===== src/rtl/bcd_pkg.sv =====
// Shared types and constants for the binary-to-BCD packer.
// FSM encoding, saturation limit, default blank nibble, counter width.
package bcd_pkg;

  typedef enum logic [1:0] {
    S_IDLE,
    S_SHIFT,
    S_FINISH
  } state_t;

  localparam int MAX_VAL = 9999;
  localparam int W_DEF = 14;
  localparam int CNT_W = $clog2(W_DEF + 1);
  localparam logic [3:0] BLANK_DEF = 4'hF;

endpackage


===== src/rtl/bcd_dabble_core.sv =====
// One double-dabble channel: saturating latch, BCD register, add-3/shift.
// Ports: clk/rst, load (latch val), step (one iteration), bcd, ovf.
module bcd_dabble_core
  import bcd_pkg::*;
#(
  parameter int W = W_DEF,
  parameter int DIGITS = 4
) (
  input  logic                  clk,
  input  logic                  rst,
  input  logic                  load,
  input  logic                  step,
  input  logic [W-1:0]          val,
  output logic [4*DIGITS-1:0]   bcd,
  output logic                  ovf
);

  localparam int BW = 4 * DIGITS;
  localparam logic [W-1:0] LIM = W'(MAX_VAL);

  logic [W-1:0]  bin_q;
  logic [BW-1:0] bcd_q;
  logic [BW-1:0] adj;
  logic          ovf_q;

  // Correct each nibble before the shift so it carries as decimal.
  always_comb begin
    adj = bcd_q;
    for (int i = 0; i < DIGITS; i++) begin
      if (bcd_q[i*4 +: 4] >= 4'd5)
        adj[i*4 +: 4] = bcd_q[i*4 +: 4] + 4'd3;
    end
  end

  always_ff @(posedge clk) begin
    if (rst) begin
      bin_q <= '0;
      bcd_q <= '0;
      ovf_q <= 1'b0;
    end else if (load) begin
      bin_q <= (val > LIM) ? LIM : val;
      bcd_q <= '0;
      ovf_q <= (val > LIM);
    end else if (step) begin
      bcd_q <= {adj[BW-2:0], bin_q[W-1]};
      bin_q <= {bin_q[W-2:0], 1'b0};
    end
  end

  assign bcd = bcd_q;
  assign ovf = ovf_q;

endmodule


===== src/rtl/bcd_packer.sv =====
// Two-channel sequential binary-to-BCD converter with saturation and
// leading-zero blanking; drives a registered packed-BCD word to the tubes.
// Ports: sys_clk, sys_rst, start, val_hi, val_lo -> busy, valid,
//        ovf_hi, ovf_lo, data (hi group in upper half, lo group lower).
module bcd_packer
  import bcd_pkg::*;
#(
  parameter int         W = W_DEF,
  parameter int         DIGITS = 4,
  parameter bit         LZ_BLANK = 1'b1,
  parameter logic [3:0] BLANK_CODE = BLANK_DEF
) (
  input  logic                  sys_clk,
  input  logic                  sys_rst,
  input  logic                  start,
  input  logic [W-1:0]          val_hi,
  input  logic [W-1:0]          val_lo,
  output logic                  busy,
  output logic                  valid,
  output logic                  ovf_hi,
  output logic                  ovf_lo,
  output logic [8*DIGITS-1:0]   data
);

  localparam int BW = 4 * DIGITS;
  localparam int CW = $clog2(W + 1);
  localparam logic [CW-1:0] LAST = CW'(W - 1);

  state_t        state_q;
  state_t        state_d;
  logic [CW-1:0] cnt_q;
  logic          load;
  logic          step;
  logic          fin;
  logic [BW-1:0] bcd_hi;
  logic [BW-1:0] bcd_lo;
  logic          sat_hi;
  logic          sat_lo;

  // Units digit is never blanked so zero still shows as "0".
  function automatic logic [BW-1:0] blank_grp(input logic [BW-1:0] d);
    logic [BW-1:0] o;
    logic          lead;
    o = d;
    lead = 1'b1;
    for (int i = DIGITS - 1; i > 0; i--) begin
      if (lead && d[i*4 +: 4] == 4'd0)
        o[i*4 +: 4] = BLANK_CODE;
      else
        lead = 1'b0;
    end
    return LZ_BLANK ? o : d;
  endfunction

  bcd_dabble_core #(.W(W), .DIGITS(DIGITS)) u_hi (
    .clk  (sys_clk),
    .rst  (sys_rst),
    .load (load),
    .step (step),
    .val  (val_hi),
    .bcd  (bcd_hi),
    .ovf  (sat_hi)
  );

  bcd_dabble_core #(.W(W), .DIGITS(DIGITS)) u_lo (
    .clk  (sys_clk),
    .rst  (sys_rst),
    .load (load),
    .step (step),
    .val  (val_lo),
    .bcd  (bcd_lo),
    .ovf  (sat_lo)
  );

  always_ff @(posedge sys_clk) begin
    if (sys_rst) state_q <= S_IDLE;
    else         state_q <= state_d;
  end

  always_comb begin
    state_d = state_q;
    load = 1'b0;
    step = 1'b0;
    fin = 1'b0;
    unique case (state_q)
      S_IDLE: begin
        if (start) begin
          load = 1'b1;
          state_d = S_SHIFT;
        end
      end
      S_SHIFT: begin
        step = 1'b1;
        if (cnt_q == LAST) state_d = S_FINISH;
      end
      S_FINISH: begin
        fin = 1'b1;
        state_d = S_IDLE;
      end
      default: state_d = S_IDLE;
    endcase
  end

  always_ff @(posedge sys_clk) begin
    if (sys_rst)   cnt_q <= '0;
    else if (load) cnt_q <= '0;
    else if (step) cnt_q <= cnt_q + CW'(1);
  end

  always_ff @(posedge sys_clk) begin
    if (sys_rst) begin
      data <= '1;
      valid <= 1'b0;
      ovf_hi <= 1'b0;
      ovf_lo <= 1'b0;
    end else begin
      valid <= fin;
      if (fin) begin
        data <= {blank_grp(bcd_hi), blank_grp(bcd_lo)};
        ovf_hi <= sat_hi;
        ovf_lo <= sat_lo;
      end
    end
  end

  assign busy = (state_q != S_IDLE);

endmodule


===== config.mk =====
export PLATFORM = sky130hd
export DESIGN_NAME = bcd_packer
export DESIGN_NICKNAME = d
export VERILOG_FILES = /design/src/rtl/bcd_pkg.sv /design/src/rtl/bcd_dabble_core.sv /design/src/rtl/bcd_packer.sv
export SDC_FILE = /design/constraint.sdc
export NUM_CORES = 1
export LEC_CHECK = 0
export ABC_CLOCK_PERIOD_IN_PS = 1600
export CORE_MARGIN = 8
export CORE_UTILIZATION = 55
export CTS_CLUSTER_DIAMETER = 50
export DETAILED_ROUTE_END_ITERATION = 12
export DONT_BUFFER_PORTS = 1
export PLACE_DENSITY = 0.73
export SYNTH_ARGS = -nofsm -noshare
export SYNTH_HDL_FRONTEND = slang
export SYNTH_HIERARCHICAL = 1
export SYNTH_SLANG_ARGS = --single-unit

===== constraint.sdc =====
create_clock -name sys_clk -period 1.6 [get_ports sys_clk]
set_input_delay 0.32 -clock sys_clk [delete_from_list [all_inputs] [get_ports sys_clk]]
set_output_delay 0.32 -clock sys_clk [all_outputs]
set_load 0.1 [all_outputs]

==> impl_metrics.csv, run 1 <==
group,metric,value,unit
synth,avgSynthCellArea,8.77,sq um
synth,netlist.area_leader.share,38.8,%
synth,synth_common_cells,"dfxtp_1 (103), nand2_1 (60), a21oi_1 (46), nor2_1 (29), inv_1 (28)",
setup_path,required,1900,ps
clocking,htree_levels,3,
synth,ys_types,44,
synth,ys.warnings.count,6,
synth,synth_area,5310,sq um
synth,netlist_instances,605,
synth,yosys-top-cells-area,"dfxtp_1 (39%), a21oi_1 (4.3%), ha_1 (4.2%), nand2_1 (4.2%), mux2i_1 (3.2%)",
sta,max_freq,0.644,GHz
sta,finalMaxSlewViolations,0,
sta,timing.final.crit_share,97.0,%
layout,n_fill_cell,832,
detailed_routing,drt-total-wl,12400,um
synth,yosysMostFrequentCell,"dfxtp_1",
sta,slew_headroom,65.1,%
placed_design,placed_cells,769,
sta,rsz0062_at_grt,"yes",
global_routing,overflow,0,
synth,yosysTopAreaCell,"dfxtp_1",
floorplanning,die_h,114,um
global_routing,grt_max_degree,69,
setup_path,critPathLaunchType,"flop",
layout,diodes,0,
power,ir_drop,0.556,mV
clocking,tritoncts,"yes",
clocking,cts_buffer_depth,2,
floorplanning,ios,67,
synth,synth_edf_count,0,
setup_path,worst_setup_path_end_kind,"flop",
flow_run,maxCapViolations,0,
detailed_routing,wire_per_inst,15.6,um
detailed_routing,viasPerCell,5.82,
clocking,clkSlewWorstSetupHoldPaths,90,ps
sta,hold_viol,0,
global_routing,grtUsageTotal,18.7,%
floorplanning,core.rowCount,36,
floorplanning,fp.dieArea,13000,sq um
setup_path,cp.arrival,1850,ps
status,status,"complete, no violations",
clocking,cts_root_buffer,"clkbuf_8",
setup_path,crit_type,"flop to flop",
layout,multi_input_comb_area,2940,sq um
layout,areaGrowthSynthToFinish,15.6,%
synth,async_flop_share,0,%
clocking,cts.sinks,103,
placed_design,dpl_cell_area,5810,sq um
detailed_routing,detail-route-antenna-nets,0,
power,power_density,817,nW/um^2
placed_design,dp.final_hpwl,8540,um
global_routing,antenna_found_initial,0,
sta,post-route-min-period,1550,ps
floorplanning,die_width,114,um
sta,worstMarginPinSlew,521,ps
sta,clock_skew,7.61,ps
setup_path,ff2ff_path_depth,5,
detailed_routing,drc,0,
sta,setup_violations,0,
layout,nets,703,
global_routing,grt_pass1_wl,20000,um
floorplanning,core_area,9550,sq um
global_routing,first_global_vias,4241,
detailed_routing,drt_first_iter_violations,342,
synth,ys.flop_type,"dfxtp_1",
layout,drive_above_1_share,20.3,%
floorplanning,initial_core_util,55.6,%
clocking,cts_buffers,9,
setup_path,crit_fanout,5,
placed_design,portBuffers,0,
placed_design,gp_congestion,0.827,
synth,seq_area_frac_synth,38.8,%
power,finalPower,5.01,mW
setup_path,rrSetupSlack,50,ps
clocking,clk_latency,370,ps
synth,synth_nets,654,
layout,regArea,2070,sq um
detailed_routing,dr.pass1.iters,5,
hold_path,hp-class,"primary input to flop",
detailed_routing,vias,4611,
synth,ys_seq_elements,103,
hold_path,hold_path_depth,1,
layout,fin_cells,792,
power,leakage,2.26,nW
layout,final_cell_area,6130,sq um
-- critical path: stages (launching register included) --
cell	delay, ps
dfxtp_2	380
inv_1	60
ha_1	230
nand2b_1	170
or3b_2	470
a31oi_1	160
-- final timing paths --
check / endpoint / from
hold reg to reg: ovf_lo$_SDFFE_PP0P_ / u_lo/ovf$_SDFFE_PP0P_
setup reg to reg: u_lo/bcd[8]$_SDFFE_PP0P_ / u_lo/bcd[4]$_SDFFE_PP0P_
hold / removal: state_q[0]$_SDFFE_PP0P_ / sys_rst
setup / recovery: u_lo/bcd[8]$_SDFFE_PP0P_ / u_lo/bcd[4]$_SDFFE_PP0P_
-- final cells by class --
type                            count  area share, %
Clock inverter                      5          0.918
Multi-Input combinational cell    439           48.0
Sequential cell                   103           33.8
Timing Repair Buffer               73           10.4
Inverter                           28           1.71
Tap cell                          133           2.71
Clock buffer                       11           2.47
-- cells by family after synthesis --
logic type | count (synthesis) | synth area share (%)
AOI/OAI and AO/OA | 162 | 20.7
adders and majority gates | 18 | 4.24
DFF | 103 | 38.8
and+or+nand+nor | 229 | 23.9
buffers and inverters | 64 | 6.55
muxes | 29 | 5.75
-- metal layers --
metal	part of all wire (%)	GRT usage, %	up-vias
li1	-	-	2304
met3	9.3	6.54	13
met2	44	28.8	143
met4	1.1	5.77	0
met5	0	0	-
met1	45	23.9	2151
-- sequential cells by signal, summed over array words and instances, names as in the netlist --
register    flops
u_lo/ovf        1
valid           1
u_hi/bcd       16
u_hi/ovf        1
cnt_q           4
data           32
u_lo/bcd       16
ovf_hi          1
state_q         2
u_lo/bin_q     14
u_hi/bin_q     14
ovf_lo          1
-- report_power, final --
part	internal [mW]	switching, mW
logic	0.282	0.334
registers	2.64	0.0626
clock network	0.806	0.885
-- cell usage in the layout, fill, tap and decap left out, types with 16 or more instances in the layout --
cell type / instances
nand2_1: 60
a21oi_1: 46
buf_4: 63
mux2i_1: 17
nand3_1: 19
dfxtp_1: 96
o21ai_0: 16
inv_1: 27
nand3b_1: 18
o21a_1: 16
ha_1: 17
nor3_1: 26
nor2_1: 26
-- metrics by stage --
step	worst slack [ps]	hold slack, ps	TNS, ps	utilization, %
4_1_cts	2.10	0.273	0	63.3
2_1_floorplan	-138	432	-2820	-
5_1_grt	-24.9	1.51	-48.6	64.2
3_5_place_dp	-20.9	399	-20.9	60.9
3_3_place_gp	62.4	397	0	60.9
6_report	48.0	28.8	0	64.2
-- repair_timing --
action,CTS,global route
hold buffers,2,1
pin swaps,0,2
endpoints found under the setup margin,3,32
cloned,0,2
endpoints found under the hold margin,13,4
setup buffers,0,2
resized for setup,1,12
(Power assumes the default switching activity.)
==> run 2: changes to the inputs <==
--- a/config.mk
+++ b/config.mk
@@ -6,11 +6,12 @@
 export NUM_CORES = 1
 export LEC_CHECK = 0
 export ABC_CLOCK_PERIOD_IN_PS = 1600
-export CORE_MARGIN = 8
+export CORE_MARGIN = 1.5
 export CORE_UTILIZATION = 55
 export CTS_CLUSTER_DIAMETER = 50
 export DETAILED_ROUTE_END_ITERATION = 12
 export DONT_BUFFER_PORTS = 1
+export GPL_TIMING_DRIVEN = 1
 export PLACE_DENSITY = 0.73
 export SYNTH_ARGS = -nofsm -noshare
 export SYNTH_HDL_FRONTEND = slang
==> run 2 against run 1 <==
- power shrank 5.6%
- critical path depth stayed put
- via count up 0.52%
- sequential share of layout area rose by 0.097 points
- register-to-register slack barely moved
- die area fell by 21%
- flip-flop and latch count is the same
- setup slack lost 5.4 ps
- wire length shrank 2.3%
- largest power group unchanged
==> impl_metrics.csv, run 2 (synthesis gave the netlist of run 1 again) <==
group,metric,value,unit
status,status,"complete, no violations",
clocking,cts_buffer_depth,2,
clocking,cts.sinks,103,
layout,max_flop_register,"data",
sta,max_freq,0.642,GHz
setup_path,crit_family,"compound AO/OA/AOI/OAI gates",
flow_run,maxCapViolations,0,
hold_path,hp-class,"primary input to flop",
power,power_switching,1.26,mW
floorplanning,core_area,9280,sq um
global_routing,grtUsageTotal,24.2,%
setup_path,cp.arrival,1820,ps
placed_design,portBuffers,0,
detailed_routing,vias,4635,
power,leakage,2.27,nW
setup_path,rr_endpoint,"u_hi/bin_q[0]$_SDFFE_PP0P_",
hold_path,hold_path_depth,1,
setup_path,ff2ff_path_depth,5,
detailed_routing,detail-route-antenna-nets,0,
global_routing,grt_max_degree,72,
layout,most-common-layout-cells,"dfxtp_1 (98), buf_4 (73), nand2_1 (60)",
power,p_int,3.47,mW
layout,n_fill_cell,795,
setup_path,critPathMaxStageDelay,340,ps
setup_path,crit_chain,"or2_4 -> nor2_4 -> buf_6 -> o211ai_1 -> o221a_2",
setup_path,required,1870,ps
global_routing,overflow,0,
floorplanning,core.rowCount,35,
global_routing,first_global_vias,4397,
global_routing,grt_pass1_wl,20100,um
hold_path,holdPathEnd,"cnt_q[3]$_SDFFE_PP0P_",
clocking,cts_buffers,9,
clocking,htree_levels,3,
setup_path,crit_fanout,5,
sta,worst_slack,42.6,ps
floorplanning,die_h,101,um
setup_path,crit_type,"flop to flop",
placed_design,gp_congestion,0.862,
power,swShare,26.6,%
sta,slew_headroom,67.7,%
sta,worstMarginPinSlew,484,ps
setup_path,critPathLaunchType,"flop",
power,p_clk_share,29.6,%
layout,drive_above_1_share,20.7,%
power,seq_power_share,57.2,%
global_routing,antenna_found_initial,0,
floorplanning,initial_core_util,57.2,%
detailed_routing,drt_first_iter_violations,208,
setup_path,critPathBufInv,1,
floorplanning,die_width,101,um
clocking,tritoncts,"yes",
clocking,clk_latency,370,ps
detailed_routing,drt-total-wl,12100,um
placed_design,pre_cts_ws,-3.99,ps
sta,clock_skew,8.37,ps
layout,diodes,0,
setup_path,slowest_stage,"dfxtp_2",
layout,fin_util,65.8,%
detailed_routing,dr.pass1.iters,4,
floorplanning,fp.dieArea,10200,sq um
setup_path,reg2reg_from,"state_q[0]$_SDFFE_PP0P_",
placed_design,dp.final_hpwl,8120,um
sta,setup_violations,0,
layout,areaGrowthSynthToFinish,15.1,%
hold_path,hold_start,"sys_rst",
detailed_routing,viasPerCell,5.83,
detailed_routing,drc,0,
clocking,cts_root_buffer,"clkbuf_8",
power,ir_drop,0.478,mV
sta,finalMaxSlewViolations,0,
detailed_routing,wire_per_inst,15.2,um
power,combPwrFrac,13.2,%
clocking,clkSlewWorstSetupHoldPaths,90,ps
sta,timing.final.crit_share,97.3,%
layout,layout_commonest_cell,"dfxtp_1",
layout,largest_reg_flops,32,
sta,post-route-min-period,1560,ps
setup_path,worst_setup_path_end_kind,"flop",
power,power_density,775,nW/um^2
sta,hold_viol,0,
floorplanning,ios,67,
setup_path,rrSetupSlack,40,ps
layout,nets,712,
## run 2: cell count changes in the layout (fill, tap and decap cells not counted), moves of 2 or more
cell / before / now
buf_4: 63 / 73
nor2b_1: 6 / 4
clkbuf_8: 11 / 9
dfxtp_2: 7 / 5
dfxtp_1: 96 / 98
nor2b_2: 1 / 3
## run 2: power by group through the flow
| stage | clock (mW) | sequential [mW] | combinational, mW |
|---|---|---|---|
| after detailed placement | 0 | 2.76 | 0.584 |
| after CTS | 1.44 | 2.70 | 0.598 |
| after floorplan | 0 | 2.75 | 0.470 |
| after global placement | 0 | 2.76 | 0.564 |
| final | 1.40 | 2.70 | 0.625 |
| after global routing | 1.55 | 2.72 | 0.684 |
## run 2: cell type report
| cell class | count | area (sq um) | area share [%] |
|---|---|---|---|
| sequential | 103 | 2070 | 33.9 |
| clock buffer | 10 | 128 | 2.09 |
| tap | 129 | 161 | 2.64 |
| timing repair buffer | 82 | 679 | 11.1 |
| multi-input combinational | 439 | 2940 | 48.2 |
| clock inverter | 4 | 25.0 | 0.410 |
| inverter | 28 | 105 | 1.72 |
## run 2: through the flow
stage               setup TNS [ps]  power [mW]  hold WS (ps)  instances  cell area [sq um]
floorplan                    -2820        3.22           432        605               5340
global placement                 0        3.32           395        774               5860
detailed placement           -7.07        3.35           399        774               5860
CTS                              0        4.74         0.567        791               6050
global route                 -4.96        4.95          3.37        795               6110
finish                           0        4.73          46.9        795               6110
## run 2: worst max-delay path by stage
| stage | to | depth (start not counted) | from |
|---|---|---|---|
| 2_1_floorplan | u_hi/bcd[14]$_SDFFE_PP0P_ | 7 | state_q[0]$_SDFFE_PP0P_ |
| 3_3_place_gp | u_lo/bcd[12]$_SDFFE_PP0P_ | 5 | state_q[0]$_SDFFE_PP0P_ |
| 3_5_place_dp | u_hi/bcd[8]$_SDFFE_PP0P_ | 5 | state_q[1]$_SDFFE_PP0P_ |
| 4_1_cts | u_lo/bin_q[12]$_SDFFE_PP0P_ | 6 | state_q[1]$_SDFFE_PP0P_ |
| 5_1_grt | u_hi/bin_q[0]$_SDFFE_PP0P_ | 5 | state_q[0]$_SDFFE_PP0P_ |
| 6_report | u_hi/bin_q[0]$_SDFFE_PP0P_ | 5 | state_q[0]$_SDFFE_PP0P_ |
## run 2: per-layer routing
| metal | vias up | share of wire, % | GRT usage (%) |
|---|---|---|---|
| met5 | - | 0 | 0 |
| met4 | 0 | 1.2 | 7.69 |
| met3 | 12 | 7.0 | 6.28 |
| met2 | 130 | 45 | 39.5 |
| met1 | 2174 | 47 | 31.4 |
| li1 | 2319 | - | - |
## run 2: timing repair
action,CTS,global route
resized for setup,2,9
cloned,0,1
setup buffers,0,2
hold buffers,3,1
endpoints found under the hold margin,11,6
pin swaps,1,4
endpoints found under the setup margin,12,26
